<file path="config.mk">
export PLATFORM = sky130hd
export DESIGN_NAME = mem_access_ctrl_flat
export DESIGN_NICKNAME = d
export VERILOG_FILES = /design/src/rtl/mem_access_ctrl_if.sv /design/src/rtl/mem_access_ctrl.sv /design/src/flat_wrapper.sv
export SDC_FILE = /design/constraint.sdc
export NUM_CORES = 1
export LEC_CHECK = 0
export BUFFER_PORTS_ARGS = -buffer_cell sky130_fd_sc_hd__buf_4
export CAP_MARGIN = 20
export CORE_MARGIN = 2
export CORE_UTILIZATION = 40
export DETAILED_ROUTE_END_ITERATION = 10
export GPL_TIMING_DRIVEN = 0
export PLACE_DENSITY = 0.75
export SLEW_MARGIN = 30
export SYNTH_ARGS = -nofsm -noshare
export SYNTH_HDL_FRONTEND = slang
export SYNTH_SLANG_ARGS = --single-unit
</file>
<file path="constraint.sdc">
create_clock -name clk -period 2.3 [get_ports clk]
set_input_delay 0.345 -clock clk [delete_from_list [all_inputs] [get_ports clk]]
set_output_delay 0.345 -clock clk [all_outputs]
set_load 0.02 [all_outputs]
</file>
<file path="src/rtl/mem_access_ctrl_if.sv">
// -----------------------------------------------------------------------------
// mem_access_ctrl_if
//   SRAM-like data bus between the M-stage access controller and the data
//   memory side.
//
// Signals:
//   data_req      master->slave  bus request
//   data_wr       master->slave  1 = write
//   data_size     master->slave  0 byte, 1 half, 2 word
//   data_addr     master->slave  bus address
//   data_wdata    master->slave  lane-replicated store data
//   data_wstrb    master->slave  byte strobes
//   data_addr_ok  slave->master  address accepted
//   data_data_ok  slave->master  read data valid / write complete
//   data_rdata    slave->master  raw read word
//
// Modports: master (controller side), slave (memory side).
// -----------------------------------------------------------------------------
interface mem_access_ctrl_if #(
    parameter int ADDR_W = 32
);
    logic              data_req;
    logic              data_wr;
    logic [1:0]        data_size;
    logic [ADDR_W-1:0] data_addr;
    logic [31:0]       data_wdata;
    logic [3:0]        data_wstrb;
    logic              data_addr_ok;
    logic              data_data_ok;
    logic [31:0]       data_rdata;

    modport master (
        output data_req, data_wr, data_size, data_addr, data_wdata, data_wstrb,
        input  data_addr_ok, data_data_ok, data_rdata
    );

    modport slave (
        input  data_req, data_wr, data_size, data_addr, data_wdata, data_wstrb,
        output data_addr_ok, data_data_ok, data_rdata
    );
endinterface

</file>
<file path="src/rtl/mem_access_ctrl.sv">
// -----------------------------------------------------------------------------
// mem_access_ctrl
//   M-stage data-side access controller. Turns the EX/MEM load/store fields into
//   SRAM-like bus transactions, stalls the pipeline while a transaction is in
//   flight, drains transactions whose instruction was flushed, and returns the
//   aligned/extended load result plus address-error flags.
//
// Optional feature macro: UNALIGNED_LS_EN
//   defined   : ls_op 5/6 are MIPS LWL/LWR/SWL/SWR (word access at the aligned
//               address, merged load data / partial strobes).
//   undefined : ls_op 5/6 behave exactly as LW/SW (including alignment check).
//
// Ports:
//   clk, rst            clock, synchronous active-high reset
//   i_mem_read_en       M-stage load valid
//   i_mem_write_en      M-stage store valid
//   i_mem_addr          effective address
//   i_ls_op             0 B, 1 BU, 2 H, 3 HU, 4 W, 5 WL, 6 WR, 7 = W
//   i_wdata_in          rt value (store data, merge source for WL/WR)
//   i_flush             M instruction killed this cycle
//   i_stall_ext         stall from non-memory sources
//   bus                 data bus (master modport)
//   o_mem_stall         hold M and earlier stages
//   o_load_data         aligned, extended load result (registered)
//   o_addr_err_load     AdEL
//   o_addr_err_store    AdES
//   o_bad_vaddr         faulting address
// -----------------------------------------------------------------------------
module mem_access_ctrl #(
    parameter int ADDR_W = 32
) (
    input  logic              clk,
    input  logic              rst,
    input  logic              i_mem_read_en,
    input  logic              i_mem_write_en,
    input  logic [ADDR_W-1:0] i_mem_addr,
    input  logic [2:0]        i_ls_op,
    input  logic [31:0]       i_wdata_in,
    input  logic              i_flush,
    input  logic              i_stall_ext,
    mem_access_ctrl_if.master bus,
    output logic              o_mem_stall,
    output logic [31:0]       o_load_data,
    output logic              o_addr_err_load,
    output logic              o_addr_err_store,
    output logic [ADDR_W-1:0] o_bad_vaddr
);

    typedef enum logic [2:0] {
        S_IDLE,
        S_WAIT_ADDR,
        S_WAIT_DATA,
        S_DRAIN_ADDR,
        S_DRAIN_DATA,
        S_DONE
    } state_e;

    typedef enum logic [2:0] {
        OP_B  = 3'd0,
        OP_BU = 3'd1,
        OP_H  = 3'd2,
        OP_HU = 3'd3,
        OP_W  = 3'd4,
        OP_WL = 3'd5,
        OP_WR = 3'd6
    } ls_op_e;

    state_e            r_state;
    ls_op_e            r_op;
    logic [ADDR_W-1:0] r_addr;
    logic              r_wr;
    logic [31:0]       r_rt;
    logic [31:0]       r_load_data;

    ls_op_e            w_op;
    ls_op_e            w_src_op;
    logic [ADDR_W-1:0] w_src_addr;
    logic              w_src_wr;
    logic [31:0]       w_src_rt;
    logic              w_any;
    logic              w_adderr;
    logic              w_access;
    logic              w_issue;
    logic              w_req;
    logic [1:0]        w_size;
    logic [ADDR_W-1:0] w_bus_addr;
    logic [31:0]       w_wdata;
    logic [3:0]        w_wstrb;
    logic [7:0]        w_lbyte;
    logic [15:0]       w_lhalf;
    logic [31:0]       w_load_fmt;

    // Normalise the op so the rest of the logic only sees legal encodings;
    // without the unaligned feature, 5/6 collapse onto plain word accesses.
    // NOTE: every combinational output gets a default (here: the case default)
    // on every path, otherwise synthesis infers a latch.
    always_comb begin
        case (i_ls_op)
            3'd0:    w_op = OP_B;
            3'd1:    w_op = OP_BU;
            3'd2:    w_op = OP_H;
            3'd3:    w_op = OP_HU;
`ifdef UNALIGNED_LS_EN
            3'd5:    w_op = OP_WL;
            3'd6:    w_op = OP_WR;
`endif
            default: w_op = OP_W;
        endcase
    end

    always_comb begin
        case (w_op)
            OP_H, OP_HU: w_adderr = i_mem_addr[0];
            OP_W:        w_adderr = |i_mem_addr[1:0];
            default:     w_adderr = 1'b0;
        endcase
    end

    assign w_any    = i_mem_read_en | i_mem_write_en;
    assign w_access = w_any & ~i_flush & ~w_adderr;
    assign w_issue  = (r_state == S_IDLE) & w_access;
    assign w_req    = w_issue | (r_state == S_WAIT_ADDR) | (r_state == S_DRAIN_ADDR);

    assign o_addr_err_load  = w_adderr & i_mem_read_en;
    assign o_addr_err_store = w_adderr & i_mem_write_en;
    assign o_bad_vaddr      = (o_addr_err_load | o_addr_err_store) ? i_mem_addr : '0;

    // Request fields come straight from the pipeline while issuing, and from
    // the copy captured at issue once the request has left IDLE.
    assign w_src_op   = w_issue ? w_op           : r_op;
    assign w_src_addr = w_issue ? i_mem_addr     : r_addr;
    assign w_src_wr   = w_issue ? i_mem_write_en : r_wr;
    assign w_src_rt   = w_issue ? i_wdata_in     : r_rt;

    always_comb begin
        w_size     = 2'd2;
        w_bus_addr = w_src_addr;
        case (w_src_op)
            OP_B, OP_BU: w_size = 2'd0;
            OP_H, OP_HU: w_size = 2'd1;
`ifdef UNALIGNED_LS_EN
            OP_WL, OP_WR: w_bus_addr = {w_src_addr[ADDR_W-1:2], 2'b00};
`endif
            default:     w_size = 2'd2;
        endcase
    end

    always_comb begin
        w_wdata = w_src_rt;
        w_wstrb = 4'b1111;
        case (w_src_op)
            OP_B, OP_BU: begin
                w_wdata = {4{w_src_rt[7:0]}};
                w_wstrb = 4'b0001 << w_src_addr[1:0];
            end
            OP_H, OP_HU: begin
                w_wdata = {2{w_src_rt[15:0]}};
                w_wstrb = w_src_addr[1] ? 4'b1100 : 4'b0011;
            end
`ifdef UNALIGNED_LS_EN
            // SWL writes the rt bytes from the MSB down to the addressed byte.
            OP_WL: begin
                case (w_src_addr[1:0])
                    2'd0:    begin w_wdata = {24'd0, w_src_rt[31:24]}; w_wstrb = 4'b0001; end
                    2'd1:    begin w_wdata = {16'd0, w_src_rt[31:16]}; w_wstrb = 4'b0011; end
                    2'd2:    begin w_wdata = {8'd0,  w_src_rt[31:8]};  w_wstrb = 4'b0111; end
                    default: begin w_wdata = w_src_rt;                 w_wstrb = 4'b1111; end
                endcase
            end
            // SWR writes the rt bytes from the LSB up from the addressed byte.
            OP_WR: begin
                case (w_src_addr[1:0])
                    2'd0:    begin w_wdata = w_src_rt;                 w_wstrb = 4'b1111; end
                    2'd1:    begin w_wdata = {w_src_rt[23:0], 8'd0};  w_wstrb = 4'b1110; end
                    2'd2:    begin w_wdata = {w_src_rt[15:0], 16'd0}; w_wstrb = 4'b1100; end
                    default: begin w_wdata = {w_src_rt[7:0], 24'd0};  w_wstrb = 4'b1000; end
                endcase
            end
`endif
            default: begin
                w_wdata = w_src_rt;
                w_wstrb = 4'b1111;
            end
        endcase
    end

    // Strobes are only meaningful for writes; reads present none.
    assign bus.data_req   = w_req;
    assign bus.data_wr    = w_req & w_src_wr;
    assign bus.data_size  = w_req ? w_size : 2'd0;
    assign bus.data_addr  = w_req ? w_bus_addr : '0;
    assign bus.data_wdata = w_req ? w_wdata : 32'd0;
    assign bus.data_wstrb = (w_req & w_src_wr) ? w_wstrb : 4'd0;

    // Load lane selection uses the address captured at issue.
    assign w_lbyte = bus.data_rdata[{r_addr[1:0], 3'b000} +: 8];
    assign w_lhalf = r_addr[1] ? bus.data_rdata[31:16] : bus.data_rdata[15:0];

    always_comb begin
        w_load_fmt = bus.data_rdata;
        case (r_op)
            OP_B:  w_load_fmt = {{24{w_lbyte[7]}}, w_lbyte};
            OP_BU: w_load_fmt = {24'd0, w_lbyte};
            OP_H:  w_load_fmt = {{16{w_lhalf[15]}}, w_lhalf};
            OP_HU: w_load_fmt = {16'd0, w_lhalf};
`ifdef UNALIGNED_LS_EN
            // LWL fills rt from the MSB down with memory bytes up to the address.
            OP_WL: begin
                case (r_addr[1:0])
                    2'd0:    w_load_fmt = {bus.data_rdata[7:0],  r_rt[23:0]};
                    2'd1:    w_load_fmt = {bus.data_rdata[15:0], r_rt[15:0]};
                    2'd2:    w_load_fmt = {bus.data_rdata[23:0], r_rt[7:0]};
                    default: w_load_fmt = bus.data_rdata;
                endcase
            end
            // LWR fills rt from the LSB up with memory bytes from the address.
            OP_WR: begin
                case (r_addr[1:0])
                    2'd0:    w_load_fmt = bus.data_rdata;
                    2'd1:    w_load_fmt = {r_rt[31:24], bus.data_rdata[31:8]};
                    2'd2:    w_load_fmt = {r_rt[31:16], bus.data_rdata[31:16]};
                    default: w_load_fmt = {r_rt[31:8],  bus.data_rdata[31:24]};
                endcase
            end
`endif
            default: w_load_fmt = bus.data_rdata;
        endcase
    end

    // Drain states only hold the pipeline if a new memory op is waiting for
    // the bus; DONE releases M so the pipeline can advance.
    always_comb begin
        case (r_state)
            S_IDLE:                     o_mem_stall = w_access;
            S_WAIT_ADDR, S_WAIT_DATA:   o_mem_stall = 1'b1;
            S_DRAIN_ADDR, S_DRAIN_DATA: o_mem_stall = w_any;
            default:                    o_mem_stall = 1'b0;
        endcase
    end

    assign o_load_data = r_load_data;

    // NOTE: sequential state uses non-blocking assignments only, so every
    // register samples pre-edge values regardless of statement order.
    always_ff @(posedge clk) begin
        if (rst) begin
            r_state     <= S_IDLE;
            r_op        <= OP_B;
            r_addr      <= '0;
            r_wr        <= 1'b0;
            r_rt        <= 32'd0;
            r_load_data <= 32'd0;
        end else begin
            case (r_state)
                S_IDLE: begin
                    if (w_access) begin
                        r_op    <= w_op;
                        r_addr  <= i_mem_addr;
                        r_wr    <= i_mem_write_en;
                        r_rt    <= i_wdata_in;
                        r_state <= bus.data_addr_ok ? S_WAIT_DATA : S_WAIT_ADDR;
                    end
                end
                S_WAIT_ADDR: begin
                    if (bus.data_addr_ok) begin
                        r_state <= i_flush ? S_DRAIN_DATA : S_WAIT_DATA;
                    end else if (i_flush) begin
                        r_state <= S_DRAIN_ADDR;
                    end
                end
                S_WAIT_DATA: begin
                    if (i_flush) begin
                        r_state <= bus.data_data_ok ? S_IDLE : S_DRAIN_DATA;
                    end else if (bus.data_data_ok) begin
                        r_load_data <= w_load_fmt;
                        r_state     <= S_DONE;
                    end
                end
                S_DRAIN_ADDR: begin
                    if (bus.data_addr_ok) begin
                        r_state <= S_DRAIN_DATA;
                    end
                end
                S_DRAIN_DATA: begin
                    if (bus.data_data_ok) begin
                        r_state <= S_IDLE;
                    end
                end
                S_DONE: begin
                    if (!i_stall_ext) begin
                        r_state <= S_IDLE;
                    end
                end
                default: r_state <= S_IDLE;
            endcase
        end
    end

endmodule

</file>
<file path="src/flat_wrapper.sv">
// flat-port wrapper written by rule: the top's interface ports become plain ports
module mem_access_ctrl_flat 
#(
    parameter int ADDR_W = 32
)
  (clk, rst, i_mem_read_en, i_mem_write_en, i_mem_addr, i_ls_op, i_wdata_in, i_flush, i_stall_ext, o_mem_stall, o_load_data, o_addr_err_load, o_addr_err_store, o_bad_vaddr, bus_data_req, bus_data_wr, bus_data_size, bus_data_addr, bus_data_wdata, bus_data_wstrb, bus_data_addr_ok, bus_data_data_ok, bus_data_rdata);
  mem_access_ctrl_if #(.ADDR_W(ADDR_W)) bus_i ();
  input  logic clk;
  input  logic rst;
  input  logic i_mem_read_en;
  input  logic i_mem_write_en;
  input  logic [ADDR_W-1:0] i_mem_addr;
  input  logic [2:0] i_ls_op;
  input  logic [31:0] i_wdata_in;
  input  logic i_flush;
  input  logic i_stall_ext;
  output logic o_mem_stall;
  output logic [31:0] o_load_data;
  output logic o_addr_err_load;
  output logic o_addr_err_store;
  output logic [ADDR_W-1:0] o_bad_vaddr;
  output wire logic [$bits(bus_i.data_req)-1:0] bus_data_req;
  output wire logic [$bits(bus_i.data_wr)-1:0] bus_data_wr;
  output wire logic [$bits(bus_i.data_size)-1:0] bus_data_size;
  output wire logic [$bits(bus_i.data_addr)-1:0] bus_data_addr;
  output wire logic [$bits(bus_i.data_wdata)-1:0] bus_data_wdata;
  output wire logic [$bits(bus_i.data_wstrb)-1:0] bus_data_wstrb;
  input wire logic [$bits(bus_i.data_addr_ok)-1:0] bus_data_addr_ok;
  input wire logic [$bits(bus_i.data_data_ok)-1:0] bus_data_data_ok;
  input wire logic [$bits(bus_i.data_rdata)-1:0] bus_data_rdata;
  assign bus_data_req = bus_i.data_req;
  assign bus_data_wr = bus_i.data_wr;
  assign bus_data_size = bus_i.data_size;
  assign bus_data_addr = bus_i.data_addr;
  assign bus_data_wdata = bus_i.data_wdata;
  assign bus_data_wstrb = bus_i.data_wstrb;
  assign bus_i.data_addr_ok = bus_data_addr_ok;
  assign bus_i.data_data_ok = bus_data_data_ok;
  assign bus_i.data_rdata = bus_data_rdata;
  mem_access_ctrl #(.ADDR_W(ADDR_W)) u_core (.clk(clk), .rst(rst), .i_mem_read_en(i_mem_read_en), .i_mem_write_en(i_mem_write_en), .i_mem_addr(i_mem_addr), .i_ls_op(i_ls_op), .i_wdata_in(i_wdata_in), .i_flush(i_flush), .i_stall_ext(i_stall_ext), .bus(bus_i), .o_mem_stall(o_mem_stall), .o_load_data(o_load_data), .o_addr_err_load(o_addr_err_load), .o_addr_err_store(o_addr_err_store), .o_bad_vaddr(o_bad_vaddr));
endmodule
</file>
[After elaboration in Yosys (flattened, before gate mapping)]
Cells that the tools add are included.
Widths: inputs -> output; s select.
Storage, ports and cells
  bits in writable memories: 0
  memories kept: 0
  latch bits: 0
  input port bits: 107
  memory bits (read-only): 0
  register bits after elaboration: 103
Operators by class
  bitwise logic cells: 12
  divide/modulo/power cells: 0
  multiply operators: 0
  eq/ne operators: 23
  shift operators: 2
  $add $sub $neg: 0
  reductions and logical operators: 13
  mux-type cells: 30
  $lt $le $gt $ge: 0
Operators with widths (number)
  $mux 32: 5
  $pmux 32 s4: 1
  $pmux 32 s2: 1
  $mux 3: 11
  $shiftx 32x6->8: 1
  $eq 3x2->1 const B: 10
  $pmux 3 s6: 1
  $mux 16: 1
  $eq 3x1->1 const B: 4
  $logic_not 3->1: 4
  $pmux 3 s4: 1
  $reduce_or 2->1: 6
  $eq 3x3->1 const B: 3
  $mux 4: 2
  $pmux 4 s2: 1
  $and 1x1->1: 6
  $ne 2x2->1 const B: 3
  $ne 3x3->1 const B: 2
  $reduce_and 6->1: 1
  $mux 2: 2
  $or 1x1->1: 4
  $pmux 2 s2: 1
  $shl 1x2->4 const A: 1
  $pmux 1 s3: 1
  6 further kinds: 7

[Depth between registers and ports, before layout]
  word-level depth: 13
  gate-level depth with buffers: 7

[Worst setup path before layout]
OpenSTA, ideal clock, no wires.
  path type: input to output
  start: input i_ls_op[2]
  end: output bus_data_wstrb[2]
  buffers on the path: 3
  cell stages on the path: 7
  arrival: 2083 ps
  path slack: -128 ps
  data required time: 1955 ps
  path through: buf_2 or2_1 buf_2 a2111oi_4 buf_2 a211oi_1 nor3_1
Between the ends
  cells in the longest elaborated chain, start to end: 13
  elaborated cells between the ends (all ways): 29
Ends and longest elaborated chain
  from (decl): line flat_wrapper.sv:13  | input logic [2:0] i_ls_op;
  $eq 3x2->1, or another cell as far along: line mem_access_ctrl.sv:98  | case (i_ls_op)
  $pmux 3 s4 *: line mem_access_ctrl.sv:98
  $eq 3x2->1: line mem_access_ctrl.sv:112  | case (w_op)
  $reduce_or 2->1: line mem_access_ctrl.sv:112
  $pmux 1 s2: line mem_access_ctrl.sv:112
  $not 1->1: line mem_access_ctrl.sv:120  | assign w_access = w_any & ~i_flush & ~w_adderr;
  $and 1x1->1: line mem_access_ctrl.sv:120
  $and 1x1->1: line mem_access_ctrl.sv:121  | assign w_issue = (r_state == S_IDLE) & w_access;
  $mux 3: line mem_access_ctrl.sv:130  | assign w_src_op = w_issue ? w_op : r_op;
  $eq 3x2->1, or another cell as far along: line mem_access_ctrl.sv:151  | case (w_src_op)
  $reduce_or 2->1: line mem_access_ctrl.sv:151
  $pmux 4 s2: line mem_access_ctrl.sv:151
  $mux 4 *: line mem_access_ctrl.sv:193  | assign bus.data_wstrb = (w_req & w_src_wr) ? w_wstrb : 4'd0;
  to (decl): line flat_wrapper.sv:27  | output wire logic [$bits(bus_i.data_wstrb)-1:0] bus_data_wstrb;
Mark *: on every way between the ends. The rest lies on a longest branch, timed or not.

[Worst setup path in the final report]
  start: register u_core.r_state[2]
  end: output bus_data_addr[17]
Between the ends
  cells in the longest elaborated chain, start to end: 5
  elaborated cells between the ends (all ways): 8
Ends and longest elaborated chain
  from (decl): line mem_access_ctrl.sv:68  | state_e r_state;
  from (signal assigned): line mem_access_ctrl.sv:261  | r_state <= bus.data_addr_ok ? S_WAIT_DATA : S_WAIT_ADDR;
  from (signal assigned): line mem_access_ctrl.sv:266  | r_state <= i_flush ? S_DRAIN_DATA : S_WAIT_DATA;
  from (signal assigned): line mem_access_ctrl.sv:273  | r_state <= bus.data_data_ok ? S_IDLE : S_DRAIN_DATA;
  $logic_not 3->1: line mem_access_ctrl.sv:121
  $and 1x1->1: line mem_access_ctrl.sv:121
  $or 1x1->1 (2 in series): line mem_access_ctrl.sv:122  | assign w_req = w_issue | (r_state == S_WAIT_ADDR) | (r_state == S_DRAIN_ADDR);
  $mux 32 *: line mem_access_ctrl.sv:191  | assign bus.data_addr = w_req ? w_bus_addr : '0;
  to (decl): line flat_wrapper.sv:25  | output wire logic [$bits(bus_i.data_addr)-1:0] bus_data_addr;
Marks and branches as above.

==> flow_metrics.tcl <==
set metrics [dict create \
    run_status "finished with violations" \
    violations "setup timing" \
    core_region_area_um2 14000 \
    clkPwrFrac_pct 26.1 \
    fin_skew_ps 8.15 \
    die_area_um2 15400 \
    cts_tree "yes" \
    viasPerCell 5.61 \
    drt-pass1-iter-count 5 \
    antennaDiodeCount 0 \
    netlist_area_um2 5770 \
    worstMarginPinSlew_ps 738 \
    critPathSlowestCell "or3_4" \
    first_iter_violations 654 \
    synth-main-ff-cell "dfxtp_1" \
    startpoint_type "register" \
    clk_path_buf_depth 2 \
    pre_cts_slack_ps -416 \
    ir_drop_mv 0.559 \
    clock_sinks 103 \
    cp_common_cell "buf_6" \
    remaining_drc_errors 0 \
    dieHeight_um 124 \
    p_leak_nw 4.01 \
    antenna_found_initial 0 \
    reg2reg_from "u_core.r_state[2]" \
    fillers 1191 \
    grt_pass1_vias 6515 \
    p_switching_mw 2.33 \
    combPwrFrac_pct 41.4 \
    hold_viol 0 \
    final.setup.tns_ps -4610 \
    ys_async_sr_fraction_pct 0 \
    holdPathStages 3 \
    hpwl_um 17400 \
    postCtsHoldBufs 0 \
    wirelength_um 24000 \
    clock.fmax_mhz 412 \
    routabilityCongestion 0.895 \
    yosysUniqueCellTypes 44 \
    syn_inst 798 \
    worstPathArrival_ps 2080 \
    syn2layout_area_growth_pct 61.5 \
    timing_worst_setup_path_type "reg2out" \
    max_stage_delay_ps 420 \
    hold_start "i_wdata_in[31]" \
    finalNetCount 1174 \
    rsz0062_at_grt "yes" \
    h-tree-depth 3 \
    slew_viol_final 0 \
    cp-end-kind "output pin" \
    start_util_pct 41.2 \
    drive_gt1_share_pct 35.5 \
    num_rows 43 \
    chipWidth_um 124 \
    post-route-min-period_ps 2430 \
    cts.clk_slew.worst_paths_ps 80 \
    path_max_fanout 10 \
    timing.rr.end "u_core.o_load_data[30]" \
    insertion_delay_ps 360 \
    grt_pass1_wl_um 34200 \
    synth-edff-count 0 \
    grt_overflow_total 0 \
    crit_family "simple AND/OR/NAND/NOR gates" \
    syn_nets 905 \
    io_pins 246 \
    worst_slack_ps -127 \
    drt-wirelength-per-cell_um 19.2 \
    crit_buf_inv 4 \
    yosysWarnings 0 \
    netSwitchingFraction_pct 37.1 \
    multi_input_area_um2 3970 \
    io_buffers 242 \
    rr_worst_depth 7 \
    setup_viol 66 \
    num_vias 7022 \
    cp.required_ps 1960 \
    powerDensity_nw_per_um2 675 \
    synth_area_per_cell_um2 7.22 \
    finalCritPeriodShare_pct 106 \
    min_path_type "in2reg" \
    maxCapViolCount 0 \
    yosysSeqAreaShare_pct 35.8 \
    grt_max_degree 19 \
    cts_root_buf "clkbuf_16" \
    track_usage_pct 28.8 \
    seqCellArea_um2 2070 \
    p_int_mw 3.95 \
    reg2reg_slack_ps 170 \
    crit_path_cell_trace "or3_4 -> a2111oi_4 -> buf_6 -> buf_6 -> buf_6 -> nand2_1 -> nand2_1 -> buf_6" \
    seqPwrFrac_pct 32.5 \
    min_to "u_core.r_rt[31]" \
    slew_headroom_pct 50.8 \
    ant_nets 0 \
    cts_buffers 9 \
    ys_seq_elements 103 \
]
worst reg2reg max path, stage by stage (launching register included):
cell and delay (ps):
dfxtp_1 330, clkbuf_4 200, nor2_1 160, and3_1 160, clkbuf_1 320, o31a_1 430, clkbuf_2 300, a211oi_1 110
through the flow:
step           total power [mW]  utilization (%)  cells  hold WS, ps  cell area (µm²)
4_1_cts                    5.88             61.7   1242          234             8640
3_5_place_dp               4.02             56.0   1220          446             7830
2_1_floorplan              3.19                -    798          436             5790
5_1_grt                    6.53             66.6   1252          251             9310
6_report                   6.28             66.6   1252          234             9310
3_3_place_gp               4.00             56.0   1220          442             7830
Yosys cell counts, types with 2 or more instances:
library cell	instances	area, µm²
a21oi_1	99	495
o32ai_1	2	17.5
buf_1	6	22.5
and2_1	30	188
mux2i_1	63	631
a211oi_1	24	180
nor2b_1	9	56.3
o2111ai_1	2	17.5
a22oi_1	2	15.0
inv_1	9	33.8
nand2_1	248	931
buf_2	9	45.0
clkbuf_1	50	188
nor3_1	8	40.0
mux2_2	4	45.0
nand3b_1	2	15.0
o22ai_1	25	156
nand3_1	2	10.0
nor2_1	42	158
and3_1	4	25.0
dfxtp_1	103	2060
o211ai_1	4	30.0
a221o_1	2	20.0
o21ai_0	12	60.1
o221ai_1	7	61.3
a221oi_1	6	52.6
o21ai_1	2	10.0
o211a_1	2	20.0
nand2b_1	5	31.3
routing by layer:
metal	track usage, %	vias up	wire length, µm
li1	-	3283	-
met1	36.4	3284	9280
met2	46.9	379	11400
met3	6.82	76	2410
met4	12.4	0	864
met5	0	-	0
sequential cells by signal, summed over array words and instances, names as in the netlist:
name / count
u_core.r_state: 3
u_core.r_rt: 32
u_core.r_wr: 1
u_core.o_load_data: 32
u_core.r_addr: 32
u_core.r_op: 3
cell usage in the layout, fill, tap and decap left out, drive strengths merged, types with 4 or more instances in the layout:
cell type and n:
a211oi 24, a21oi 99, a221oi 6, and2 30, and3 4, buf 275
clkbuf 58, dfxtp 103, inv 11, mux2 4, mux2i 63, nand2 248
nand2b 5, nor2 42, nor2b 9, nor3 8, o211ai 4, o21ai 14
o221ai 7, o22ai 25
cell type report:
class | instances | area share [%]
Buffer | 62 | 4.34
Clock buffer | 10 | 2.57
Clock inverter | 6 | 0.819
Inverter | 10 | 0.403
Multi-Input combinational cell | 620 | 42.6
Sequential cell | 103 | 22.2
Tap cell | 180 | 2.42
Timing Repair Buffer | 261 | 24.7
what timing repair did:
item                       CTS  global route
setup endpoints to repair   73            81
buffers inserted             9             7
resized for setup          118           119
cloned                       0             3
pin swaps                    5            27
power groups by stage:
stage / registers (mW) / logic (mW) / clock network, mW
floorplan: 2.09 / 1.10 / 0
global placement: 2.06 / 1.94 / 0
detailed placement: 2.07 / 1.95 / 0
CTS: 2.04 / 2.20 / 1.64
global route: 2.06 / 2.76 / 1.71
finish: 2.04 / 2.60 / 1.64
logic make-up (layout without fill, tap and decap cells):
| group | Yosys count | count (layout) | synth area share (%) |
|---|---|---|---|
| simple gates | 356 | 356 | 25.9 |
| compound gates | 195 | 195 | 21.0 |
| flops | 103 | 103 | 35.8 |
| buf+inv | 75 | 349 | 5.08 |
| mux | 68 | 68 | 12.1 |
| xor+xnor | 1 | 1 | 0.152 |
worst max-delay path by stage:
stage	from	to	slack (ps)	depth (start not counted)
after floorplan	i_ls_op[2]	bus_data_wstrb[2]	30	7
final	u_core.r_state[2]	bus_data_addr[17]	-130	8
after CTS	u_core.r_state[0]	bus_data_wstrb[1]	-110	7
after detailed placement	i_ls_op[2]	bus_data_wstrb[2]	-420	8
after global placement	i_ls_op[2]	bus_data_wdata[16]	-420	7
after global routing	u_core.r_state[2]	bus_data_wdata[5]	-200	8
(Power assumes the default switching activity.)
